[src/rtl/sync_fifo_level.sv]
// Single-clock FWFT FIFO with fill level, programmable almost-full/almost-empty flags and
// synchronous flush. A registered output stage holds the head entry; level counts it too.
module sync_fifo_level #(
    parameter int unsigned address_width      = 4,
    parameter int unsigned data_width         = 32,
    parameter int unsigned almost_full_level  = 14,
    parameter int unsigned almost_empty_level = 2
) (
    input  logic                    clk,
    input  logic                    reset,
    input  logic                    flush,
    input  logic [data_width-1:0]   write_data,
    input  logic                    write_valid,
    output logic                    write_ready,
    output logic [data_width-1:0]   read_data,
    input  logic                    read_ack,
    output logic                    read_valid,
    output logic [address_width:0]  level,
    output logic                    almost_full,
    output logic                    almost_empty
);

    localparam int unsigned PTR_W = address_width + 1;
    localparam int unsigned LVL_W = address_width + 2;
    localparam int unsigned DEPTH = 2 ** address_width;

    logic [data_width-1:0] mem [DEPTH];
    logic [PTR_W-1:0]      wr_ptr;
    logic [PTR_W-1:0]      rd_ptr;
    logic [data_width-1:0] out_data;
    logic                  out_valid;
    logic [LVL_W-1:0]      level_next;
    logic                  push;
    logic                  pop;
    logic                  mem_empty;
    logic                  out_load;

    // Handshakes depend only on registered state and flush, never on read_ack.
    always_comb begin
        write_ready = (level != PTR_W'(DEPTH)) && !flush;
        read_valid  = out_valid && !flush;
        read_data   = out_data;
        push        = write_valid && write_ready;
        pop         = read_valid && read_ack;
        mem_empty   = (wr_ptr == rd_ptr);
        out_load    = !mem_empty && (!out_valid || pop);
        level_next  = '0;
        if (!flush) begin
            level_next = LVL_W'(level) + LVL_W'(push) - LVL_W'(pop);
        end
    end

    // Storage array; contents are not cleared by reset or flush.
    always_ff @(posedge clk) begin
        if (push) begin
            mem[wr_ptr[address_width-1:0]] <= write_data;
        end
    end

    always_ff @(posedge clk) begin
        if (reset || flush) begin
            wr_ptr       <= '0;
            rd_ptr       <= '0;
            out_valid    <= 1'b0;
            level        <= '0;
            almost_full  <= (almost_full_level == 0);
            almost_empty <= 1'b1;
        end else begin
            if (push) begin
                wr_ptr <= wr_ptr + PTR_W'(1);
            end
            // Refill the output stage whenever it is empty or being popped this cycle.
            if (out_load) begin
                rd_ptr    <= rd_ptr + PTR_W'(1);
                out_valid <= 1'b1;
                out_data  <= mem[rd_ptr[address_width-1:0]];
            end else if (pop) begin
                out_valid <= 1'b0;
            end
            level        <= level_next[address_width:0];
            almost_full  <= (level_next >= LVL_W'(almost_full_level));
            almost_empty <= (level_next <= LVL_W'(almost_empty_level));
        end
    end

endmodule

[config.mk]
export PLATFORM = sky130hd
export DESIGN_NAME = sync_fifo_level
export DESIGN_NICKNAME = d
export VERILOG_FILES = /design/src/rtl/sync_fifo_level.sv
export SDC_FILE = /design/constraint.sdc
export NUM_CORES = 1
export LEC_CHECK = 0
export BUFFER_PORTS_ARGS = -buffer_cell sky130_fd_sc_hd__buf_4
export CELL_PAD_IN_SITES_DETAIL_PLACEMENT = 0
export CELL_PAD_IN_SITES_GLOBAL_PLACEMENT = 1
export CORE_UTILIZATION = 55
export CTS_CLUSTER_SIZE = 20
export DETAILED_ROUTE_END_ITERATION = 12
export GPL_TIMING_DRIVEN = 0
export PLACE_DENSITY_LB_ADDON = 0.1
export SYNTH_ARGS = -nofsm -noshare
export SYNTH_HDL_FRONTEND = slang
export SYNTH_SLANG_ARGS = --single-unit
[constraint.sdc]
create_clock -name clk -period 6.5 [get_ports clk]
set_clock_uncertainty 0.1 [all_clocks]
set_input_delay 0.65 -clock clk [delete_from_list [all_inputs] [get_ports clk]]
set_output_delay 0.65 -clock clk [all_outputs]
set_load 0.02 [all_outputs]
==> metrics.md, run 1 <==
| Metric | Value |
|---|---|
| CP startpoint kind | `flop` |
| Syn Nets | `1053` |
| Hold Buf Count CTS | `0` |
| IO Port Bufs | `76` |
| Final hold slack | `0.2483 ns` |
| H-tree depth | `2` |
| Sw Share | `19.48%` |
| Initial drt markers | `799` |
| Highest clock rate | `0.2805 GHz` |
| Max stage delay on crit path | `0.48 ns` |
| Area growth syn-to-layout | `15.97%` |
| Worst-skew pair later-pin latency | `0.59 ns` |
| Routed vias | `10240` |
| Mapped Avg Cell Area | `21.61 sq um` |
| Die area | `40200 sq um` |
| Fin crit period | `3.565 ns` |
| Final setup viols | `0` |
| Combinational group share of total power | `3.1%` |
| Slew headroom | `37.87%` |
| Number of library cell types mapped by synthesis | `46` |
| Max Buffers Root-to-Sink | `3` |
| Power per cell area | `286.2 nW/um^2` |
| Clk sinks | `562` |
| Root buf cell | `clkbuf_16` |
| Num rows | `72` |
| Grt ovf | `0` |
| CTS tree | `built` |
| Initial antenna violation count | `1` |
| Max-cap violations | `0` |
| Post-route ant nets | `0` |
| Clk network pwr share | `41.4%` |
| CTS clk-pin slew, worst paths | `0.06 ns` |
| Crit path cell chain | `inv_1 > ha_1 > nand4bb_1 > and3_1 > clkbuf_1 > inv_2 > ha_1 > inv_1 > ha_1 > fa_1 > a21oi_1 > o21bai_1 > o311ai_0 > o221a_1` |
| CP max-delay cell | `fa_1` |
| Post-DR vias/cell | `5.950` |
| Chip width | `200.5 um` |
| Placed standard-cell area | `23480 sq um` |
| Status | `finished clean` |
| Stages on worst setup path | `14` |
| Psw | `1.401 mW` |
| Per-cell routed wire length | `26.03 um` |
| Kind of critical path | `flop to flop` |
| Total Routing Usage GR | `23.16%` |
| Tot Pwr | `7.193 mW` |
| Io pins | `78` |
| Gpl congestion | `0.7707` |
| Worst VDD drop | `231.0 uV` |
| Internal power | `5.792 mW` |
| Worst Reg-to-Reg Cells | `14` |
| Detail Placement HPWL | `29.06 mm` |
| Setup_tns | `0 ns` |
| Worst Path Required | `6.93 ns` |
| Post_cts resized | `0` |
| Pins Over Slew Limit | `0` |
| Largest net degree at the start of global routing | `20` |
| Flop pwr share | `55.5%` |
| Ratio of cells with drive above 1 in the final layout | `29.51%` |
| Synth Register Bits | `562` |
| CP delay by family, top | `adder cells` |
| Antenna cells | `0` |
| Fillcell total | `2658` |
| Yosys warns | `0` |
| Final wirelength | `44.80 mm` |
| Mapped cell area | `21670 sq um` |
| CP most frequent cell | `ha_1` |
| Core area | `38740 sq um` |
| Leak | `7.877 nW` |
| Bufs and invs on worst path | `4` |
| Post-CTS Setup Inserts | `0` |
| Vias in the first global route | `10582` |
| Cell count after synthesis | `1003` |
| Worst Hold Class | `input pin to flop` |
| DRC | `0` |
| RSZ-0062 raised after global routing | `no` |
| Cts bufs inserted | `54` |
| Critical Path Sink Type | `flop` |
| DR pass1 iterations | `5` |
| Fin util | `64.89%` |
| Final hold vios | `0` |
| Starting density of the core | `55.95%` |
| CP max FO | `6` |
| Worst Tran Pin Value | `0.9269 ns` |
| Die Ht | `200.5 um` |
| Final Cell Area | `25140 sq um` |
| Sequential area share after synthesis | `77.03%` |
| Net count, final | `1213` |
| Period utilisation layout | `54.85%` |
| First-pass GRT wire length | `67.54 mm` |
| Critical Path AT | `3.99 ns` |
| Hold path depth | `1` |
-- power by group through the flow --
stage                     logic (mW)  clock network [mW]  registers (mW)
after floorplan                0.112                   0            4.08
after global placement         0.214                   0            4.07
after detailed placement       0.226                   0            4.07
after CTS                      0.226                3.02            3.99
after global routing           0.243                3.17            3.99
final                          0.222                2.98            3.99
-- cells by family (layout without fill, tap and decap cells) --
group	after synthesis	in the layout	share of synthesized area [%]
AND/OR/NAND/NOR	100	100	2.448
multiplexers	166	166	15.06
AO/OA/AOI/OAI	85	85	2.581
XOR/XNOR	11	11	0.4446
buffers and inverters	66	266	1.651
flip-flops	562	562	77.04
adder cells (fa/ha/maj)	13	13	0.7851
-- layer usage --
layer  wire (um)  track usage (%)
met1       19890            33.89
met2       21810            36.83
met3        2119            3.295
met4         968            6.979
met5          13                0
-- cell usage after synthesis, drive strengths merged --
library cell / instances / area [sq um]
and3: 3 / 18.77
o221ai: 1 / 8.760
fa: 1 / 20.02
clkbuf: 22 / 82.58
or3: 6 / 37.54
o21ai: 3 / 15.01
a21oi: 37 / 188.9
o31ai: 1 / 7.510
a221oi: 1 / 8.760
ha: 12 / 150.1
a211o: 1 / 8.760
o21bai: 1 / 7.510
nand4: 3 / 18.77
edfxtp: 544 / 16340
buf: 32 / 230.2
o2111ai: 1 / 8.760
mux2i: 38 / 380.4
and2: 4 / 25.02
o311a: 1 / 10.01
nand4bb: 1 / 11.26
o221a: 1 / 11.26
or4: 1 / 7.510
o311ai: 1 / 8.760
nor3: 7 / 35.03
a211oi: 33 / 252.7
nand2: 14 / 52.55
nand2b: 2 / 12.51
a21o: 2 / 15.01
xnor2: 3 / 26.28
nor2: 23 / 88.84
mux4: 128 / 2883
nand3: 2 / 10.01
o21a: 1 / 7.510
xor2: 8 / 70.07
nor2b: 33 / 206.5
inv: 12 / 45.05
dfxtp: 18 / 360.4
or2: 1 / 6.260
-- cells in the final DEF, fill, tap and decap left out, drive strengths merged, types with 2 or more instances in the layout --
cell type	count
edfxtp	544
buf	136
mux4	128
clkbuf	94
mux2i	38
a21oi	37
nor2b	33
a211oi	33
nor2	23
dfxtp	18
clkinv	17
nand2	14
inv	14
ha	12
xor2	8
nor3	7
or3	6
bufinv	4
and2	4
and3	3
nand4	3
xnor2	3
o21ai	3
nand2b	2
nand3	2
a21o	2
-- final timing paths --
kind / slack, ns / start / end
max: 2.93 / level[3]$_SDFF_PP0_ / almost_empty$_SDFF_PP1_
min: 0.25 / write_data[19] / mem[8][19]$_DFFE_PP_
max reg2reg: 2.93 / level[3]$_SDFF_PP0_ / almost_empty$_SDFF_PP1_
min reg2reg: 0.39 / rd_ptr[4]$_SDFFE_PP0P_ / rd_ptr[4]$_SDFFE_PP0P_
-- worst reg2reg max path, stage by stage (launching register included) --
cell and delay [ns]:
dfxtp_1 0.37, inv_1 0.08, ha_1 0.18, nand4bb_1 0.18, and3_1 0.18, clkbuf_1 0.29, inv_2 0.08, ha_1 0.29
inv_1 0.04, ha_1 0.20, fa_1 0.48, a21oi_1 0.22, o21bai_1 0.13, o311ai_0 0.44, o221a_1 0.26
-- area by class of cell --
type	instances	area (sq um)	share of cell area, %
plain buffers	54	312.8	1.244
inverters	12	45.04	0.1792
well taps	518	648.1	2.579
clock buffers	72	1440	5.729
multi-input cells	375	4731	18.82
clock inverters	24	217.7	0.8661
flip-flops and latches	562	16700	66.42
repair buffers	104	1045	4.156
-- sequential cells by signal (all words and copies together), names as in the netlist --
| register | cells |
|---|---|
| level | 5 |
| read_data | 32 |
| out_valid | 1 |
| almost_full | 1 |
| wr_ptr | 5 |
| almost_empty | 1 |
| rd_ptr | 5 |
| mem | 512 |
-- per-stage QoR --
| step | std cells | setup slack [ns] |
|---|---|---|
| after floorplan | 1003 | 2.335 |
| after global placement | 1597 | -0.2597 |
| after detailed placement | 1625 | 2.813 |
| after CTS | 1721 | 2.915 |
| after global routing | 1721 | 2.564 |
| final | 1721 | 2.935 |
Power figures use the tool's default switching activity.
==> inputs of run 2 (changes only) <==
- CORE_UTILIZATION: 55 -> 54
- clock period: 6.5 -> 3.6 ns (I/O delays scaled with it)
==> metrics.md, run 2 (synthesized netlist as in run 1, its figures left out) <==
| Metric | Value |
|---|---|
| Status | `finished clean` |
| Critical Path AT | `3.74 ns (-0.25 ns)` |
| Io pins | `78 (unchanged)` |
| Final wirelength | `45.96 mm (+2.6%)` |
| Pins Over Slew Limit | `0 (unchanged)` |
| Kind of critical path | `flop to flop` |
| Chip width | `202.3 um (+0.91%)` |
| Combinational group share of total power | `3.2% (about the same)` |
| Fin util | `64.73% (-0.15 points)` |
| Highest clock rate | `0.3022 GHz (+7.8%)` |
| Internal power | `10.90 mW (+88%)` |
| Area growth syn-to-layout | `18.40%` |
| CP startpoint kind | `flop` |
| Setup_tns | `0 ns (unchanged)` |
| Detail Placement HPWL | `28.97 mm (-0.31%)` |
| Post-CTS Setup Inserts | `0 (unchanged)` |
| Leading cell type in the layout, fill and taps excluded | `edfxtp_1` |
| Worst Setup Slack, final | `0.2913 ns (-2.643 ns)` |
| Post-route ant nets | `0 (unchanged)` |
| Leak | `8.052 nW (+2.2%)` |
| Worst Hold Class | `input pin to flop` |
| Flop pwr share | `53.4% (-2.1 points)` |
| Crit path cell chain | `inv_1 > ha_1 > nand4bb_1 > and3_2 > inv_2 > ha_1 > inv_1 > ha_1 > fa_1 > a21oi_1 > o21bai_1 > o311ai_1 > o221a_1` |
| Worst Path Required | `4.03 ns (-2.90 ns)` |
| Fin crit period | `3.309 ns (-0.2565 ns)` |
| Fin cells | `1756 (+2.0%)` |
| Clk sinks | `562 (unchanged)` |
| Placed insts | `1625 (unchanged)` |
| DR pass1 iterations | `5 (unchanged)` |
| Die area | `40940 sq um (+1.8%)` |
| Routed vias | `10320 (+0.78%)` |
| Worst VDD drop | `472.0 uV (+100%)` |
| CTS tree | `built` |
| Root buf cell | `clkbuf_16` |
| Bufs and invs on worst path | `3 (-1)` |
| Starting density of the core | `54.67% (-1.3 points)` |
| Period utilisation layout | `91.91% (+37 points)` |
| Max stage delay on crit path | `0.49 ns (about the same)` |
| First-pass GRT wire length | `68.70 mm (+1.7%)` |
| Net count, final | `1238 (+2.1%)` |
| Initial antenna violation count | `0 (-1)` |
| Max-cap violations | `0 (unchanged)` |
| Slew headroom | `37.70% (-0.17 points)` |
| CTS clk-pin slew, worst paths | `0.06 ns (about the same)` |
| Worst Tran Pin Value | `0.9345 ns (+0.007551 ns)` |
| Largest register FFs | `512 (unchanged)` |
| Sw Share | `19.30% (-0.18 points)` |
| Max Buffers Root-to-Sink | `3 (unchanged)` |
| Cts bufs inserted | `54 (unchanged)` |
| Num rows | `73 (+1.4%)` |
| CP most frequent cell | `ha_1` |
| CP delay by family, top | `adder cells` |
| Post-DR vias/cell | `5.877 (-1.2%)` |
| Gpl congestion | `0.7491 (-2.8%)` |
| Psw | `2.608 mW (+86%)` |
| Critical Path Sink Type | `flop` |
| Core area | `39640 sq um (+2.3%)` |
| Clk network pwr share | `43.4% (+2.0 points)` |
| Commonest cells after routing, fill and taps aside | `edfxtp_1 (544), mux4_2 (128), buf_4 (82), clkbuf_16 (55), mux2i_1 (38)` |
| RSZ-0062 raised after global routing | `no` |
| Ratio of cells with drive above 1 in the final layout | `29.24% (-0.27 points)` |
| Final hold vios | `0 (unchanged)` |
| Tot Pwr | `13.51 mW (+88%)` |
| Final setup viols | `0 (unchanged)` |
| CP max-delay cell | `fa_1` |
| H-tree depth | `2 (unchanged)` |
| Antenna cells | `0 (unchanged)` |
| CP max FO | `6 (unchanged)` |
| Total Routing Usage GR | `23.28% (+0.13 points)` |
| Initial drt markers | `767 (-4.0%)` |
| Power per cell area | `526.5 nW/um^2 (+84%)` |
| Largest net degree at the start of global routing | `24 (+20%)` |
| Grt ovf | `0 (unchanged)` |
| DRC | `0 (unchanged)` |
| Worst-skew pair later-pin latency | `0.60 ns (about the same)` |
| IO Port Bufs | `76 (unchanged)` |
| Per-cell routed wire length | `26.17 um (+0.54%)` |
| Vias in the first global route | `10723 (+1.3%)` |
| Worst slack, placed | `0.02132 ns (-2.792 ns)` |
| Die Ht | `202.3 um (+0.91%)` |
run 2: cell types whose count changed in the layout (fill, tap and decap cells not counted), moves of 4 or more:
| cell | delta |
|---|---|
| nor3_4 | +4 |
| bufinv_16 | +6 |
| buf_8 | -4 |
| buf_6 | -9 |
| nor3_2 | -4 |
| clkbuf_1 | -10 |
| dlygate4sd3_1 | +33 |
run 2: power by group through the flow:
stage / Combinational [mW] / Clock (mW) / Sequential, mW
floorplan: 0.203 / 0 / 7.36
global placement: 0.387 / 0 / 7.35
detailed placement: 0.409 / 0 / 7.35
CTS: 0.440 / 5.96 / 7.21
global route: 0.471 / 6.19 / 7.21
finish: 0.430 / 5.87 / 7.21
run 2: what timing repair did:
action | in CTS | in global routing
hold endpoints to repair | 516 | 0
gates resized for setup | 1 | 1
endpoints found under the setup margin | 1 | 2
hold buffers | 33 | 0
run 2: worst paths after layout:
path / from / to / slack [ns] / cells after the start
setup / recovery: level[2]$_SDFF_PP0_ / almost_empty$_SDFF_PP1_ / 0.29 / 13
hold / removal: write_valid / wr_ptr[3]$_SDFFE_PP0P_ / 0.06 / 4
setup reg to reg: level[2]$_SDFF_PP0_ / almost_empty$_SDFF_PP1_ / 0.29 / 13
hold reg to reg: rd_ptr[4]$_SDFFE_PP0P_ / rd_ptr[4]$_SDFFE_PP0P_ / 0.39 / 2
run 2: through the flow:
step,area [sq um],hold slack (ns)
6_report,25660,0.05605
2_1_floorplan,21690,0.3551
5_1_grt,25660,0.1114
3_3_place_gp,22920,0.3723
4_1_cts,25660,0.01972
3_5_place_dp,23490,0.3762
run 2: metal layers:
metal | up-vias | routed length (um) | global-route usage [%]
li1 | 4527 | - | -
met1 | 5474 | 20380 | 34.24
met2 | 249 | 22540 | 37.22
met3 | 70 | 2112 | 2.935
met4 | 0 | 924 | 6.525
met5 | - | 0 | 0
run 2: final cells by class:
| class | instances | area, sq um |
|---|---|---|
| Inverter | 12 | 45.04 |
| Sequential cell | 562 | 16700 |
| Clock buffer | 63 | 1406 |
| Tap cell | 525 | 656.9 |
| Clock inverter | 36 | 434.2 |
| Buffer | 53 | 309.0 |
| Fill cell | 2699 | 13980 |
| Multi-Input combinational cell | 375 | 4757 |
| Timing Repair Buffer | 130 | 1356 |
run 2: worst reg2reg max path, stage by stage, from the launching register on:
cell and delay (ns):
dfxtp_1 0.37, inv_1 0.08, ha_1 0.19, nand4bb_1 0.19
and3_2 0.31, inv_2 0.05, ha_1 0.27, inv_1 0.04
ha_1 0.20, fa_1 0.49, a21oi_1 0.23, o21bai_1 0.14
o311ai_1 0.34, o221a_1 0.24
==> inputs of run 3 (changes only) <==
- BUFFER_PORTS_ARGS: -buffer_cell sky130_fd_sc_hd__buf_4 -> unset
- CORE_UTILIZATION: 54 -> 55
- DONT_BUFFER_PORTS: unset -> 1
==> metrics.md, run 3 (synthesized netlist as in run 1, its figures left out) <==
| Metric | Value |
|---|---|
| Status | `finished clean` |
| Tot Pwr | `13.56 mW (+0.38%)` |
| Antenna cells | `0 (unchanged)` |
| CP max FO | `6 (unchanged)` |
| Commonest cells after routing, fill and taps aside | `edfxtp_1 (544), mux4_2 (128), clkbuf_16 (58), mux2i_1 (38), a21oi_1 (36)` |
| Clk sinks | `562 (unchanged)` |
| Final wirelength | `44.30 mm (-3.6%)` |
| Total Routing Usage GR | `22.98% (-0.31 points)` |
| Detail Placement HPWL | `28.50 mm (-1.6%)` |
| FF-to-FF setup slack | `0.16 ns (-0.13 ns)` |
| Leak | `7.735 nW (-3.9%)` |
| Hold path depth | `3 (-1)` |
| Die Ht | `200.5 um (-0.90%)` |
| First-pass GRT wire length | `67.21 mm (-2.2%)` |
| Placed standard-cell area | `22990 sq um (-2.1%)` |
| Max Buffers Root-to-Sink | `3 (unchanged)` |
| DR pass1 iterations | `4 (-1)` |
| Num rows | `72 (-1.4%)` |
| IO Port Bufs | `0 (-100%)` |
| Fin crit period | `3.436 ns (+0.1277 ns)` |
| Worst Hold Class | `input pin to flop` |
| Final hold slack | `0.1092 ns (+0.05311 ns)` |
| Critical Path AT | `3.87 ns (+0.13 ns)` |
| Worst Reg-to-Reg Cells | `12 (-1)` |
| Net count, final | `1166 (-5.8%)` |
| Post-route ant nets | `0 (unchanged)` |
| Per-cell routed wire length | `26.48 um (+1.2%)` |
| Worst Tran Pin Value | `0.9052 ns (-0.02925 ns)` |
| Post-DR vias/cell | `6.011 (+2.3%)` |
| Routed vias | `10056 (-2.6%)` |
| Final Cell Area | `25230 sq um (-1.7%)` |
| Worst-skew pair later-pin latency | `0.59 ns (about the same)` |
| Final setup viols | `0 (unchanged)` |
| Gpl congestion | `0.7572 (+1.1%)` |
| Starting density of the core | `55.95% (+1.3 points)` |
| Max-cap violations | `0 (unchanged)` |
| Kind of critical path | `flop to flop` |
| H-tree depth | `2 (unchanged)` |
| Leading cell type in the layout, fill and taps excluded | `edfxtp_1` |
| Largest register FFs | `512 (unchanged)` |
| Highest clock rate | `0.2910 GHz (-3.7%)` |
| Final hold vios | `0 (unchanged)` |
| CTS clk-pin slew, worst paths | `0.06 ns (about the same)` |
| Grt ovf | `0 (unchanged)` |
| Power per cell area | `537.5 nW/um^2 (+2.1%)` |
| Worst Path Required | `4.03 ns (about the same)` |
| Period utilisation layout | `95.46% (+3.5 points)` |
| Root buf cell | `clkbuf_16` |
| Io pins | `78 (unchanged)` |
| DRC | `0 (unchanged)` |
| Placed insts | `1543 (-5.0%)` |
| Pins Over Slew Limit | `0 (unchanged)` |
| Area growth syn-to-layout | `16.42%` |
| Ratio of cells with drive above 1 in the final layout | `25.02% (-4.2 points)` |
| RSZ-0062 raised after global routing | `no` |
| Fin cells | `1673 (-4.7%)` |
| Core area | `38740 sq um (-2.3%)` |
| Chip width | `200.5 um (-0.90%)` |
| Cts bufs inserted | `56 (+3.7%)` |
| Vias in the first global route | `10402 (-3.0%)` |
| Largest net degree at the start of global routing | `19 (-21%)` |
| Critical Path Sink Type | `flop` |
| Initial antenna violation count | `0 (unchanged)` |
| CTS tree | `built` |
| Fin util | `65.14% (+0.40 points)` |
| Worst VDD drop | `465.9 uV (-1.3%)` |
| Initial drt markers | `762 (-0.65%)` |
| CP startpoint kind | `flop` |
| Slew headroom | `39.65% (+2.0 points)` |
| Die area | `40200 sq um (-1.8%)` |
-- run 3: cell types whose count changed in the layout (fill, tap and decap cells not counted), sizes merged --
| cell | before | now |
|---|---|---|
| bufinv | 10 | 9 |
| inv | 13 | 14 |
| buf | 129 | 54 |
| clkinv | 21 | 15 |
| clkbuf | 84 | 85 |
| dlygate4sd3 | 33 | 34 |
| clkinvlp | 4 | 7 |
-- run 3: per-stage QoR --
step,setup TNS [ns],setup slack [ns]
2_1_floorplan,0,0.2905
5_1_grt,0,0.0008407
6_report,0,0.1636
4_1_cts,0,0.06828
3_3_place_gp,-705.57,-1.594
3_5_place_dp,-0.2496,-0.1341
-- run 3: what timing repair did --
| item | in CTS | in global routing |
|---|---|---|
| setup endpoints to repair | 2 | 2 |
| setup buffers | 0 | 0 |
| hold buffers | 34 | 0 |
| hold endpoints to repair | 518 | 0 |
| resized for setup | 1 | 3 |
| cloned | 0 | 0 |
-- run 3: path summary, 6_finish.rpt --
path,startpoint,to
hold reg to reg,rd_ptr[4]$_SDFFE_PP0P_,rd_ptr[4]$_SDFFE_PP0P_
setup / recovery,level[3]$_SDFF_PP0_,almost_empty$_SDFF_PP1_
hold / removal,flush,rd_ptr[3]$_SDFFE_PP0P_
setup reg to reg,level[3]$_SDFF_PP0_,almost_empty$_SDFF_PP1_
-- run 3: where the power goes --
part	internal (mW)	leakage (nW)	total [mW]	switching [mW]
clock	3.57	0.900	5.96	2.39
sequential	7.21	5.05	7.23	0.0210
combinational	0.161	1.79	0.375	0.214
-- run 3: worst max-delay path, stage by stage (launching register included) --
cell and delay, ns:
dfxtp_1 0.48, inv_1 0.11, ha_1 0.19, nand4bb_1 0.18, and3_2 0.32, inv_2 0.05
ha_1 0.27, inv_1 0.04, ha_1 0.20, fa_1 0.49, or3_1 0.38, a221oi_1 0.34
o221a_1 0.24
-- run 3: final cells by class --
cell class | count | area [sq um]
sequential | 562 | 16700
fill | 2637 | 13510
timing repair buffer | 56 | 870.8
buffer | 53 | 309.0
inverter | 12 | 45.04
multi-input combinational | 375 | 4765
tap | 518 | 648.1
clock inverter | 33 | 422.9
clock buffer | 64 | 1474
-- run 3: routing by layer --
layer | up-vias | track usage (%) | part of all wire (%)
met5 | - | 0 | 0
met4 | 0 | 5.916 | 1.6
met3 | 51 | 3.458 | 4.8
met2 | 249 | 36.63 | 49
met1 | 5352 | 33.80 | 45
li1 | 4404 | - | -
